$ cat src/rtl/check_ram_writer_pkg.sv
// Shared definitions for the RAB L2 check path and the RAM writer.
// Holds the writer state encoding, the response status codes and the
// bit positions of the fields inside one L2 RAM word.
package check_ram_writer_pkg;

    // Writer FSM states.
    typedef enum logic [1:0] {
        W_IDLE  = 2'd0,
        W_SCAN  = 2'd1,
        W_WRITE = 2'd2,
        W_RESP  = 2'd3
    } writer_state_e;

    // Outcome reported on resp_status.
    typedef enum logic [1:0] {
        ST_NEW       = 2'b00,
        ST_UPDATED   = 2'b01,
        ST_EVICTED   = 2'b10,
        ST_NOT_FOUND = 2'b11
    } resp_status_e;

    // RAM word layout: [W-1:TAG_LSB] tag, then master/wen/ren/valid flags.
    localparam int RAM_VALID_BIT  = 0;
    localparam int RAM_REN_BIT    = 1;
    localparam int RAM_WEN_BIT    = 2;
    localparam int RAM_MASTER_BIT = 3;
    localparam int RAM_TAG_LSB    = 4;

    // Packs the four flag bits into their positions below the tag field.
    function automatic logic [RAM_TAG_LSB-1:0] attr_bits(
        input logic master,
        input logic wen,
        input logic ren,
        input logic valid
    );
        logic [RAM_TAG_LSB-1:0] a;
        a                 = '0;
        a[RAM_MASTER_BIT] = master;
        a[RAM_WEN_BIT]    = wen;
        a[RAM_REN_BIT]    = ren;
        a[RAM_VALID_BIT]  = valid;
        return a;
    endfunction

endpackage

$ cat src/rtl/check_ram_writer.sv
// Programs / invalidates one entry of a set-associative L2 translation RAM.
// Latency: N/2+3 cycles from request accept to resp_valid (11 for N=16).
// Backpressure: one request in flight; req_ready only in IDLE, response held until resp_ready.
//
// Ports:
//   clk_i, rst_ni              clock, asynchronous active-low reset
//   req_valid/req_ready        request handshake; req_va, req_inval, req_master/wen/ren
//   port0_addr/port1_addr      dual RAM read addresses {set, entry}; port0 is also the write address
//   port0_data/port1_data      RAM read data, one cycle after the address
//   ram_we/ram_wdata           single-cycle RAM write
//   busy                       high whenever the writer owns the RAM ports
//   resp_valid/resp_ready      response handshake; resp_status, resp_addr
module check_ram_writer
    import check_ram_writer_pkg::*;
#(
    parameter int ADDR_WIDTH     = 32,
    parameter int RAM_DATA_WIDTH = 32,
    parameter int PAGE_SIZE      = 4096,
    parameter int SET_WIDTH      = 5,
    parameter int OFFSET_WIDTH   = 4
) (
    input  logic                                       clk_i,
    input  logic                                       rst_ni,

    input  logic                                       req_valid,
    output logic                                       req_ready,
    input  logic [ADDR_WIDTH-1:0]                      req_va,
    input  logic                                       req_inval,
    input  logic                                       req_master,
    input  logic                                       req_wen,
    input  logic                                       req_ren,

    output logic [SET_WIDTH+OFFSET_WIDTH:0]            port0_addr,
    output logic [SET_WIDTH+OFFSET_WIDTH:0]            port1_addr,
    input  logic [RAM_DATA_WIDTH-1:0]                  port0_data,
    input  logic [RAM_DATA_WIDTH-1:0]                  port1_data,
    output logic                                       ram_we,
    output logic [RAM_DATA_WIDTH-1:0]                  ram_wdata,

    output logic                                       busy,

    output logic                                       resp_valid,
    input  logic                                       resp_ready,
    output logic [1:0]                                 resp_status,
    output logic [SET_WIDTH+OFFSET_WIDTH:0]            resp_addr
);

    localparam int AW         = SET_WIDTH + OFFSET_WIDTH + 1;
    localparam int N          = 2 ** OFFSET_WIDTH;
    localparam int IGNORE_LSB = $clog2(PAGE_SIZE);
    localparam int TAGW       = ADDR_WIDTH - IGNORE_LSB;
    localparam int SW         = SET_WIDTH + 1;

    // k runs 0..N/2, which always fits in OFFSET_WIDTH bits.
    localparam logic [OFFSET_WIDTH-1:0] K_LAST = OFFSET_WIDTH'(N / 2);
    localparam logic [OFFSET_WIDTH-1:0] K_PEN  = OFFSET_WIDTH'(N / 2 - 1);

    // ------------------------------------------------------------------
    // State and captured request
    // ------------------------------------------------------------------
    writer_state_e             state;
    logic [OFFSET_WIDTH-1:0]   k;
    logic [OFFSET_WIDTH-1:0]   victim;

    logic [SW-1:0]             cap_set;
    logic [TAGW-1:0]           cap_tag;
    logic                      cap_inval;
    logic                      cap_master;
    logic                      cap_wen;
    logic                      cap_ren;

    // Lookup tracking across the scan.
    logic                      match_vld;
    logic [OFFSET_WIDTH-1:0]   match_idx;
    logic                      free_vld;
    logic [OFFSET_WIDTH-1:0]   free_idx;

    logic [1:0]                resp_status_q;

    // ------------------------------------------------------------------
    // Pair evaluation and write decision
    // ------------------------------------------------------------------
    logic [RAM_DATA_WIDTH-RAM_TAG_LSB-1:0] tag_ext;
    logic                      hit0, hit1, free0, free1;
    logic [OFFSET_WIDTH-1:0]   pair_idx0, pair_idx1;
    logic [OFFSET_WIDTH-1:0]   nxt_idx0, nxt_idx1;
    logic                      match_vld_n, free_vld_n;
    logic [OFFSET_WIDTH-1:0]   match_idx_n, free_idx_n;
    logic                      we_n;
    logic [RAM_DATA_WIDTH-1:0] wdata_n;
    logic [OFFSET_WIDTH-1:0]   tgt_n;
    resp_status_e              status_n;
    logic                      evict_n;

    always_comb begin
        tag_ext            = '0;
        tag_ext[TAGW-1:0]  = cap_tag;
    end

    assign hit0  = port0_data[RAM_VALID_BIT] &&
                   (port0_data[RAM_DATA_WIDTH-1:RAM_TAG_LSB] == tag_ext);
    assign hit1  = port1_data[RAM_VALID_BIT] &&
                   (port1_data[RAM_DATA_WIDTH-1:RAM_TAG_LSB] == tag_ext);
    assign free0 = !port0_data[RAM_VALID_BIT];
    assign free1 = !port1_data[RAM_VALID_BIT];

    // Data seen in cycle k belongs to the pair addressed in cycle k-1.
    always_comb begin
        pair_idx0 = OFFSET_WIDTH'(2 * (int'(k) - 1));
        pair_idx1 = OFFSET_WIDTH'(2 * (int'(k) - 1) + 1);
        nxt_idx0  = OFFSET_WIDTH'(2 * (int'(k) + 1));
        nxt_idx1  = OFFSET_WIDTH'(2 * (int'(k) + 1) + 1);
    end

    // Only the first hit / first free entry is kept; pairs arrive in
    // ascending order and port0 is checked before port1.
    always_comb begin
        match_vld_n = match_vld;
        match_idx_n = match_idx;
        free_vld_n  = free_vld;
        free_idx_n  = free_idx;
        if (state == W_SCAN && k != '0) begin
            if (!match_vld) begin
                if (hit0) begin
                    match_vld_n = 1'b1;
                    match_idx_n = pair_idx0;
                end else if (hit1) begin
                    match_vld_n = 1'b1;
                    match_idx_n = pair_idx1;
                end
            end
            if (!free_vld) begin
                if (free0) begin
                    free_vld_n = 1'b1;
                    free_idx_n = pair_idx0;
                end else if (free1) begin
                    free_vld_n = 1'b1;
                    free_idx_n = pair_idx1;
                end
            end
        end
    end

    // Decision uses the *_n values so the last pair is already included
    // when the WRITE-cycle registers are loaded.
    always_comb begin
        we_n     = 1'b1;
        wdata_n  = '0;
        tgt_n    = '0;
        status_n = ST_NEW;
        evict_n  = 1'b0;
        if (cap_inval) begin
            if (match_vld_n) begin
                tgt_n    = match_idx_n;
                status_n = ST_UPDATED;
            end else begin
                we_n     = 1'b0;
                status_n = ST_NOT_FOUND;
            end
        end else begin
            wdata_n[RAM_DATA_WIDTH-1:RAM_TAG_LSB] = tag_ext;
            wdata_n[RAM_TAG_LSB-1:0] = attr_bits(cap_master, cap_wen, cap_ren, 1'b1);
            if (match_vld_n) begin
                tgt_n    = match_idx_n;
                status_n = ST_UPDATED;
            end else if (free_vld_n) begin
                tgt_n    = free_idx_n;
                status_n = ST_NEW;
            end else begin
                tgt_n    = victim;
                status_n = ST_EVICTED;
                evict_n  = 1'b1;
            end
        end
    end

    // ------------------------------------------------------------------
    // FSM with registered outputs
    // ------------------------------------------------------------------
    always_ff @(posedge clk_i or negedge rst_ni) begin
        if (!rst_ni) begin
            state         <= W_IDLE;
            k             <= '0;
            victim        <= '0;
            cap_set       <= '0;
            cap_tag       <= '0;
            cap_inval     <= 1'b0;
            cap_master    <= 1'b0;
            cap_wen       <= 1'b0;
            cap_ren       <= 1'b0;
            match_vld     <= 1'b0;
            match_idx     <= '0;
            free_vld      <= 1'b0;
            free_idx      <= '0;
            port0_addr    <= '0;
            port1_addr    <= '0;
            ram_we        <= 1'b0;
            ram_wdata     <= '0;
            busy          <= 1'b0;
            req_ready     <= 1'b1;
            resp_valid    <= 1'b0;
            resp_status_q <= ST_NEW;
            resp_addr     <= '0;
        end else begin
            case (state)
                W_IDLE: begin
                    if (req_valid && req_ready) begin
                        state      <= W_SCAN;
                        k          <= '0;
                        cap_set    <= req_va[IGNORE_LSB +: SW];
                        cap_tag    <= req_va[ADDR_WIDTH-1:IGNORE_LSB];
                        cap_inval  <= req_inval;
                        cap_master <= req_master;
                        cap_wen    <= req_wen;
                        cap_ren    <= req_ren;
                        match_vld  <= 1'b0;
                        free_vld   <= 1'b0;
                        port0_addr <= {req_va[IGNORE_LSB +: SW], OFFSET_WIDTH'(0)};
                        port1_addr <= {req_va[IGNORE_LSB +: SW], OFFSET_WIDTH'(1)};
                        busy       <= 1'b1;
                        req_ready  <= 1'b0;
                    end
                end

                W_SCAN: begin
                    match_vld <= match_vld_n;
                    match_idx <= match_idx_n;
                    free_vld  <= free_vld_n;
                    free_idx  <= free_idx_n;
                    if (k == K_LAST) begin
                        // Evaluation-only cycle done: load the write.
                        state         <= W_WRITE;
                        ram_we        <= we_n;
                        ram_wdata     <= wdata_n;
                        port0_addr    <= {cap_set, tgt_n};
                        port1_addr    <= '0;
                        resp_status_q <= status_n;
                        resp_addr     <= {cap_set, tgt_n};
                        if (evict_n) begin
                            victim <= victim + 1'b1;
                        end
                    end else begin
                        k <= k + 1'b1;
                        if (k == K_PEN) begin
                            port0_addr <= '0;
                            port1_addr <= '0;
                        end else begin
                            port0_addr <= {cap_set, nxt_idx0};
                            port1_addr <= {cap_set, nxt_idx1};
                        end
                    end
                end

                W_WRITE: begin
                    state      <= W_RESP;
                    ram_we     <= 1'b0;
                    port0_addr <= '0;
                    port1_addr <= '0;
                    resp_valid <= 1'b1;
                end

                W_RESP: begin
                    if (resp_ready) begin
                        state      <= W_IDLE;
                        resp_valid <= 1'b0;
                        busy       <= 1'b0;
                        req_ready  <= 1'b1;
                        k          <= '0;
                    end
                end

                default: begin
                    state <= W_IDLE;
                end
            endcase
        end
    end

    assign resp_status = resp_status_q;

    // Page-offset bits and the stored flag bits are not needed for lookup.
    logic unused_bits;
    assign unused_bits = ^{req_va[IGNORE_LSB-1:0],
                           port0_data[RAM_TAG_LSB-1:RAM_VALID_BIT+1],
                           port1_data[RAM_TAG_LSB-1:RAM_VALID_BIT+1]};

endmodule

$ cat config.mk
export PLATFORM = sky130hd
export DESIGN_NAME = check_ram_writer
export DESIGN_NICKNAME = d
export VERILOG_FILES = /design/src/rtl/check_ram_writer_pkg.sv /design/src/rtl/check_ram_writer.sv
export SDC_FILE = /design/constraint.sdc
export NUM_CORES = 1
export LEC_CHECK = 0
export BUFFER_PORTS_ARGS = -buffer_cell sky130_fd_sc_hd__buf_2
export CORE_ASPECT_RATIO = 1.4
export CORE_UTILIZATION = 39
export CTS_BUF_LIST = sky130_fd_sc_hd__clkbuf_16
export DETAILED_ROUTE_END_ITERATION = 6
export GPL_TIMING_DRIVEN = 0
export PLACE_DENSITY = 0.77
export SYNTH_ARGS = -nofsm -noshare
export SYNTH_HDL_FRONTEND = slang
export SYNTH_SLANG_ARGS = --single-unit
$ cat constraint.sdc
create_clock -name clk_i -period 2.5 [get_ports clk_i]
set_clock_uncertainty 0.1 [all_clocks]
set_input_delay 0 -clock clk_i [delete_from_list [all_inputs] [get_ports clk_i]]
set_output_delay 0 -clock clk_i [all_outputs]
set_load 0.02 [all_outputs]
==> results of run 1 <==
[layer usage]
metal / GRT usage (%) / vias to the layer above
met5: 0 / -
met4: 9.29 / 0
met3: 4.28 / 34
met2: 40.2 / 135
met1: 25.3 / 2154
li1: - / 2140
[per-stage QoR]
step           setup TNS, ns  area (sq um)
5_1_grt             -0.00243          6880
4_1_cts              -0.0110          6840
2_1_floorplan              0          5230
3_3_place_gp          -0.897          6170
3_5_place_dp           -1.45          6200
6_report                   0          6880
[where the power goes]
group | total [uW] | switching [uW] | internal, uW
sequential | 2400 | 324 | 2070
clock | 1540 | 655 | 888
combinational | 2680 | 1620 | 1060
total | 6620 | 2600 | 4020
[synthesized netlist by cell type (2+ instances only)]
master	n	area share (%)
and2_1	2	0.24
and3_1	3	0.36
nor2b_1	8	0.96
nor3_1	5	0.48
a21o_1	3	0.43
buf_4	8	1.2
a21oi_1	28	2.7
nor2_1	16	1.2
nand3b_1	27	3.9
mux2_2	28	6.1
nand4_1	7	0.84
clkbuf_1	20	1.4
buf_2	7	0.67
a22oi_1	2	0.29
nor3_2	2	0.39
o31ai_1	2	0.29
mux2i_1	4	0.77
xnor2_1	21	3.5
nor4_1	6	0.72
o21ai_0	30	2.9
nand3_1	8	0.77
o21a_1	2	0.29
inv_1	8	0.58
dfrtp_1	103	50
xor2_1	23	3.9
ha_1	9	2.2
a31oi_1	2	0.24
nand4b_1	2	0.34
nand2_1	104	7.5
a22o_1	4	0.67
[timing repair]
| item | CTS | global route |
|---|---|---|
| hold buffers | 28 | 0 |
| endpoints found under the hold margin | 87 | 0 |
| buffers inserted | 3 | 0 |
| setup endpoints to repair | 29 | 44 |
| resized for setup | 8 | 13 |
| pin swaps | 1 | 4 |
[worst max-delay path, cell delays in order, from the launching register on]
cell     delay, ns
dfrtp_2       0.41
inv_2         0.08
ha_2          0.21
or3b_4        0.44
nand2_4       0.12
and4b_4       0.23
nor3_4        0.25
a21oi_1       0.13
a311o_1       0.33
[cell type report]
cell class	instances	area share [%]
tap	178	3.24
clock inverter	7	1.49
clock buffer	9	3.27
timing repair buffer	177	15.3
inverter	8	0.436
multi-input combinational	377	35.7
buffer	36	2.69
sequential	104	37.9
[cell usage in the layout, fill, tap and decap left out, types with 3 or more instances in the layout]
| cell | synthesis | final |
|---|---|---|
| nand3b_1 | 27 | 27 |
| nand4_1 | 7 | 7 |
| nor2b_1 | 8 | 7 |
| xnor2_1 | 21 | 21 |
| mux2_2 | 28 | 28 |
| a21o_1 | 3 | 3 |
| nand3_1 | 8 | 8 |
| inv_1 | 8 | 7 |
| clkbuf_16 | 0 | 9 |
| and3_1 | 3 | 3 |
| a22o_1 | 4 | 4 |
| mux2i_1 | 4 | 3 |
| buf_2 | 7 | 151 |
| clkbuf_2 | 0 | 3 |
| clkbuf_1 | 20 | 16 |
| conb_1 | 1 | 8 |
| dfrtp_1 | 103 | 102 |
| nor4_1 | 6 | 4 |
| xor2_1 | 23 | 23 |
| o21ai_0 | 30 | 30 |
| a21oi_1 | 28 | 28 |
| nand2_1 | 104 | 103 |
| nor3_1 | 5 | 5 |
| dlygate4sd3_1 | 0 | 28 |
| buf_4 | 8 | 12 |
| nor2_1 | 16 | 16 |
| ha_1 | 9 | 8 |
[registers in the layout, indices dropped and copies added, names as in the netlist, 4 cells and up]
| register | cells |
|---|---|
| victim | 4 |
| port1_addr | 10 |
| port0_addr | 10 |
| resp_addr | 10 |
| cap_set | 5 |
| ram_wdata | 24 |
| match_idx | 4 |
| k | 4 |
| free_idx | 4 |
| cap_tag | 15 |
[final timing paths]
kind	endpoint	slack, ns	cells past startpoint
hold reg to reg	ram_wdata[4]	0.36	2
setup reg to reg	ram_we	0.09	8
hold / removal	free_idx[0]	0.11	4
max in group asynchronous	ram_wdata[7]	1.43	3
min in group asynchronous	victim[2]	0.17	2
setup / recovery	ram_we	0.09	8
[logic make-up (layout without fill, tap and decap cells)]
family / count (synthesis) / count (layout)
other: 1 / 8
multiplexers: 33 / 33
AO/OA/AOI/OAI: 81 / 81
XOR/XNOR: 44 / 44
adder cells (fa/ha/maj): 9 / 9
AND/OR/NAND/NOR: 202 / 202
flip-flops: 104 / 104
buffers and inverters: 45 / 237
==> results_dict.tcl, run 1 <==
set metrics [dict create \
    multi_input_area_sq_um 2460 \
    pwr_density_cell_nw_per_um2 962 \
    cp-startpoint "k[0]" \
    clock_path_buffers 2 \
    place_ws_ns -0.178 \
    p_leak_uw 0.00352 \
    cp_max_fo 5 \
    ys_ff_latch 104 \
    htreeDepth 3 \
    io_buffers 145 \
    regArea_sq_um 2610 \
    syn_inst 519 \
    drt_wl_total_mm 14.6 \
    seq_area_frac_synth_pct 50.1 \
    setup-violations-final 0 \
    crit_required_ns 2.64 \
    hp-class "in2reg" \
    grt_use_total_pct 22.2 \
    hold_viol_final 0 \
    die_y_um 139 \
    hold_slack_ns 0.108 \
    num_io_pins 172 \
    synth_edf_count 0 \
    outcome "finished clean" \
    die_area_sq_um 13800 \
    globalplace.congestion 0.837 \
    ir_worst_vdd_uv 395 \
    firstDrtPassIters 4 \
    synthSimpleGateAreaFrac_pct 19.9 \
    layout_min_cycle_time_ns 2.41 \
    cts_buffers 9 \
    synth_xor_area_share_pct 7.41 \
    fin_nets 826 \
    routedWlPerCell_um 16.3 \
    rr_startpoint "k[0]" \
    cts-root-buf "clkbuf_16" \
    routed-wl-met2_mm 7.71 \
    finalWorstSetupSlack_ns 0.0880 \
    crit_path_end_kind "flip-flop" \
    synth_warnings 0 \
    place_hpwl_mm 10.7 \
    critPathKind "reg2reg" \
    max_freq_mhz 415 \
    drv_cap 0 \
    drc 0 \
    insertion_delay_ns 0.35 \
    grt_start_max_net_pins 61 \
    slew_viol_final 0 \
    clk_pin_slew_ns 0.07 \
    via_count 4463 \
    hp-start "port1_data[0]" \
    top_layer "met4" \
    cp.arrival_ns 2.55 \
    worst_slew_pin_slew_ns 0.771 \
    syn_avg_cell_area_sq_um 10.0 \
    cts_tree "built" \
    area_growth_pct 32.4 \
    wl_met1_mm 5.74 \
    synth-adder-area-share_pct 2.17 \
    place_inst 850 \
    overflow 0 \
    grt_pass1_wl_mm 23.6 \
    dr_wl_met3_um 617 \
    utilization_pct 53.2 \
    synth_cell_type_count 55 \
    grt_pass1_vias 4625 \
    synthMuxAreaShare_pct 7.12 \
    slew_headroom_pct 48.6 \
    rows 49 \
    synth_compound_area_share_pct 9.12 \
    vias_per_cell 4.98 \
    crit_path_start_kind "flip-flop" \
    first_iter_violations 215 \
    fp.coreArea_sq_um 12900 \
    period_share_pct 96.5 \
    ant_nets 0 \
    fillers 1127 \
    finalPower_uw 6620 \
    drive_gt1_share_pct 32.6 \
    die_x_um 99.6 \
    n_antenna_cell 0 \
    synth_ff_type "dfrtp_1" \
    netlist_area_sq_um 5200 \
    clkSinkCount 104 \
    antenna_found_initial 0 \
    async_reset_ff_share_pct 100 \
    synth_top_family_by_area "simple AND/OR/NAND/NOR gates" \
    fin_cells 896 \
    initial_utilization_pct 40.2 \
]
Note: power is estimated with default switching activity, not from simulation.
==> inputs of run 2 (changes only) <==
CORE_ASPECT_RATIO = 0.8   (was 1.4)
==> results_dict.tcl, run 2 (synthesized netlist as in run 1, its figures left out) <==
set metrics [dict create \
    num_io_pins 172 \
    cts_buffers 9 \
    setup-violations-final 0 \
    cp_max_fo 5 \
    vias_per_cell 5.01 \
    die_y_um 105 \
    drt_wl_total_mm 14.4 \
    switching_share_pct 39.9 \
    place_inst 847 \
    p_switching_uw 2610 \
    clkSinkCount 104 \
    overflow 0 \
    worst_slew_pin_slew_ns 0.699 \
    clk_pin_slew_ns 0.07 \
    grt_pass1_vias 4403 \
    antenna_found_initial 0 \
    drive_gt1_share_pct 32.5 \
    critPathKind "reg2reg" \
    place_hpwl_mm 10.6 \
    crit_path_end_kind "flip-flop" \
    hold_viol_final 0 \
    firstDrtPassIters 5 \
    rsz0062_at_grt "true" \
    slew_headroom_pct 53.4 \
    placed_cell_area_sq_um 6200 \
    outcome "finished clean" \
    max_freq_mhz 408 \
    drc 0 \
    rows 37 \
    worst_r2r_endpoint "ram_we" \
    finalWorstSetupSlack_ns 0.0474 \
    area_growth_pct 32.3 \
    layout_commonest_cell "buf_2" \
    finalPower_uw 6550 \
    die_area_sq_um 13800 \
    cts-root-buf "clkbuf_16" \
    ant_nets 0 \
    fillers 1152 \
    period_share_pct 98.1 \
    hp-class "in2reg" \
    worst_r2r_path_depth 8 \
    grt_start_max_net_pins 56 \
    whs_path_depth 6 \
    pwr-share-seq_pct 36.6 \
    fin_cells 893 \
    top_register "ram_wdata" \
    insertion_delay_ns 0.35 \
    ir_worst_vdd_uv 508 \
    slew_viol_final 0 \
    holdPathEnd "match_idx[0]" \
    grt_pass1_wl_mm 23.0 \
    fin_nets 826 \
    mostFrequentLayoutCells "buf_2 (151), nand2_1 (103), dfrtp_1 (102), o21ai_0 (30)" \
    fp.coreArea_sq_um 12900 \
    crit_path_start_kind "flip-flop" \
    largest_register_ffs 24 \
    cts_tree "built" \
    grt_use_total_pct 22.1 \
    initial_utilization_pct 40.2 \
    pwr_density_cell_nw_per_um2 952 \
    io_buffers 145 \
    n_antenna_cell 0 \
    routedWlPerCell_um 16.1 \
    layout_min_cycle_time_ns 2.45 \
    worst-r2r-setup-slack_ns 0.05 \
    largest_registers "ram_wdata: 24 flops, cap_tag: 15 flops" \
    die_x_um 131 \
    crit_required_ns 2.63 \
    clock_path_buffers 2 \
    multi_input_area_sq_um 2460 \
    regArea_sq_um 2610 \
    globalplace.congestion 0.836 \
    internal_power_uw 3930 \
    htreeDepth 3 \
    place_ws_ns -0.165 \
    utilization_pct 53.3 \
    fin_area_sq_um 6880 \
    via_count 4477 \
    combPwrFrac_pct 40.7 \
    rr_startpoint "k[0]" \
    first_iter_violations 251 \
    pwr-share-clk_pct 22.7 \
    hp-start "port1_data[20]" \
    p_leak_uw 0.00353 \
    drv_cap 0 \
    cp.arrival_ns 2.58 \
]
## run 2: area by class of cell
type,instances,share of cell area (%)
buffer,35,2.64
clock buffer,9,3.27
clock inverter,7,1.31
inverter,8,0.437
multi-input combinational,377,35.8
sequential,104,37.9
tap,175,3.18
timing repair buffer,178,15.5
## run 2: how the worst max path moves through the flow
stage,from,to,slack (ns)
finish,k[0],ram_we,0.05
global route,k[0],ram_we,-0.01
CTS,state[0],port0_addr[3],-0.03
detailed placement,state[0],port0_addr[3],-0.16
global placement,k[0],victim[1],-0.16
floorplan,k[0],victim[1],0.13
## run 2: timing repair
item                                    CTS  global route
pin swaps                                 1             4
endpoints found under the setup margin   36            28
gates resized for setup                   8            13
setup buffers                             3             1
hold buffers                             28             0
endpoints found under the hold margin    83             0
## run 2: stage by stage
stage | hold slack, ns | setup TNS, ns
5_1_grt | 0.146 | -0.0221
3_3_place_gp | 0.133 | -0.889
4_1_cts | 0.105 | -0.0545
6_report | 0.119 | 0
3_5_place_dp | -0.00873 | -1.20
2_1_floorplan | -0.396 | 0
## run 2: power by group through the flow
stage | Clock (uW) | Sequential [uW] | Combinational [uW]
2_1_floorplan | 0 | 2500 | 1610
3_3_place_gp | 0 | 2410 | 2450
3_5_place_dp | 0 | 2420 | 2510
4_1_cts | 1500 | 2390 | 2610
5_1_grt | 1570 | 2440 | 2970
6_report | 1490 | 2390 | 2670
## run 2: metal layers
layer | global-route usage (%) | part of all wire (%)
met5 | 0 | 0
met4 | 5.01 | 0.97
met1 | 31.8 | 47
met3 | 3.81 | 5.3
met2 | 34.7 | 47
## run 2: critical path: stages, from the launching register on
cell     delay, ns
dfrtp_2       0.42
inv_2         0.09
ha_2          0.21
or3b_4        0.44
nand2_4       0.12
and4b_4       0.23
nor3_4        0.24
a21oi_1       0.15
a311o_1       0.34
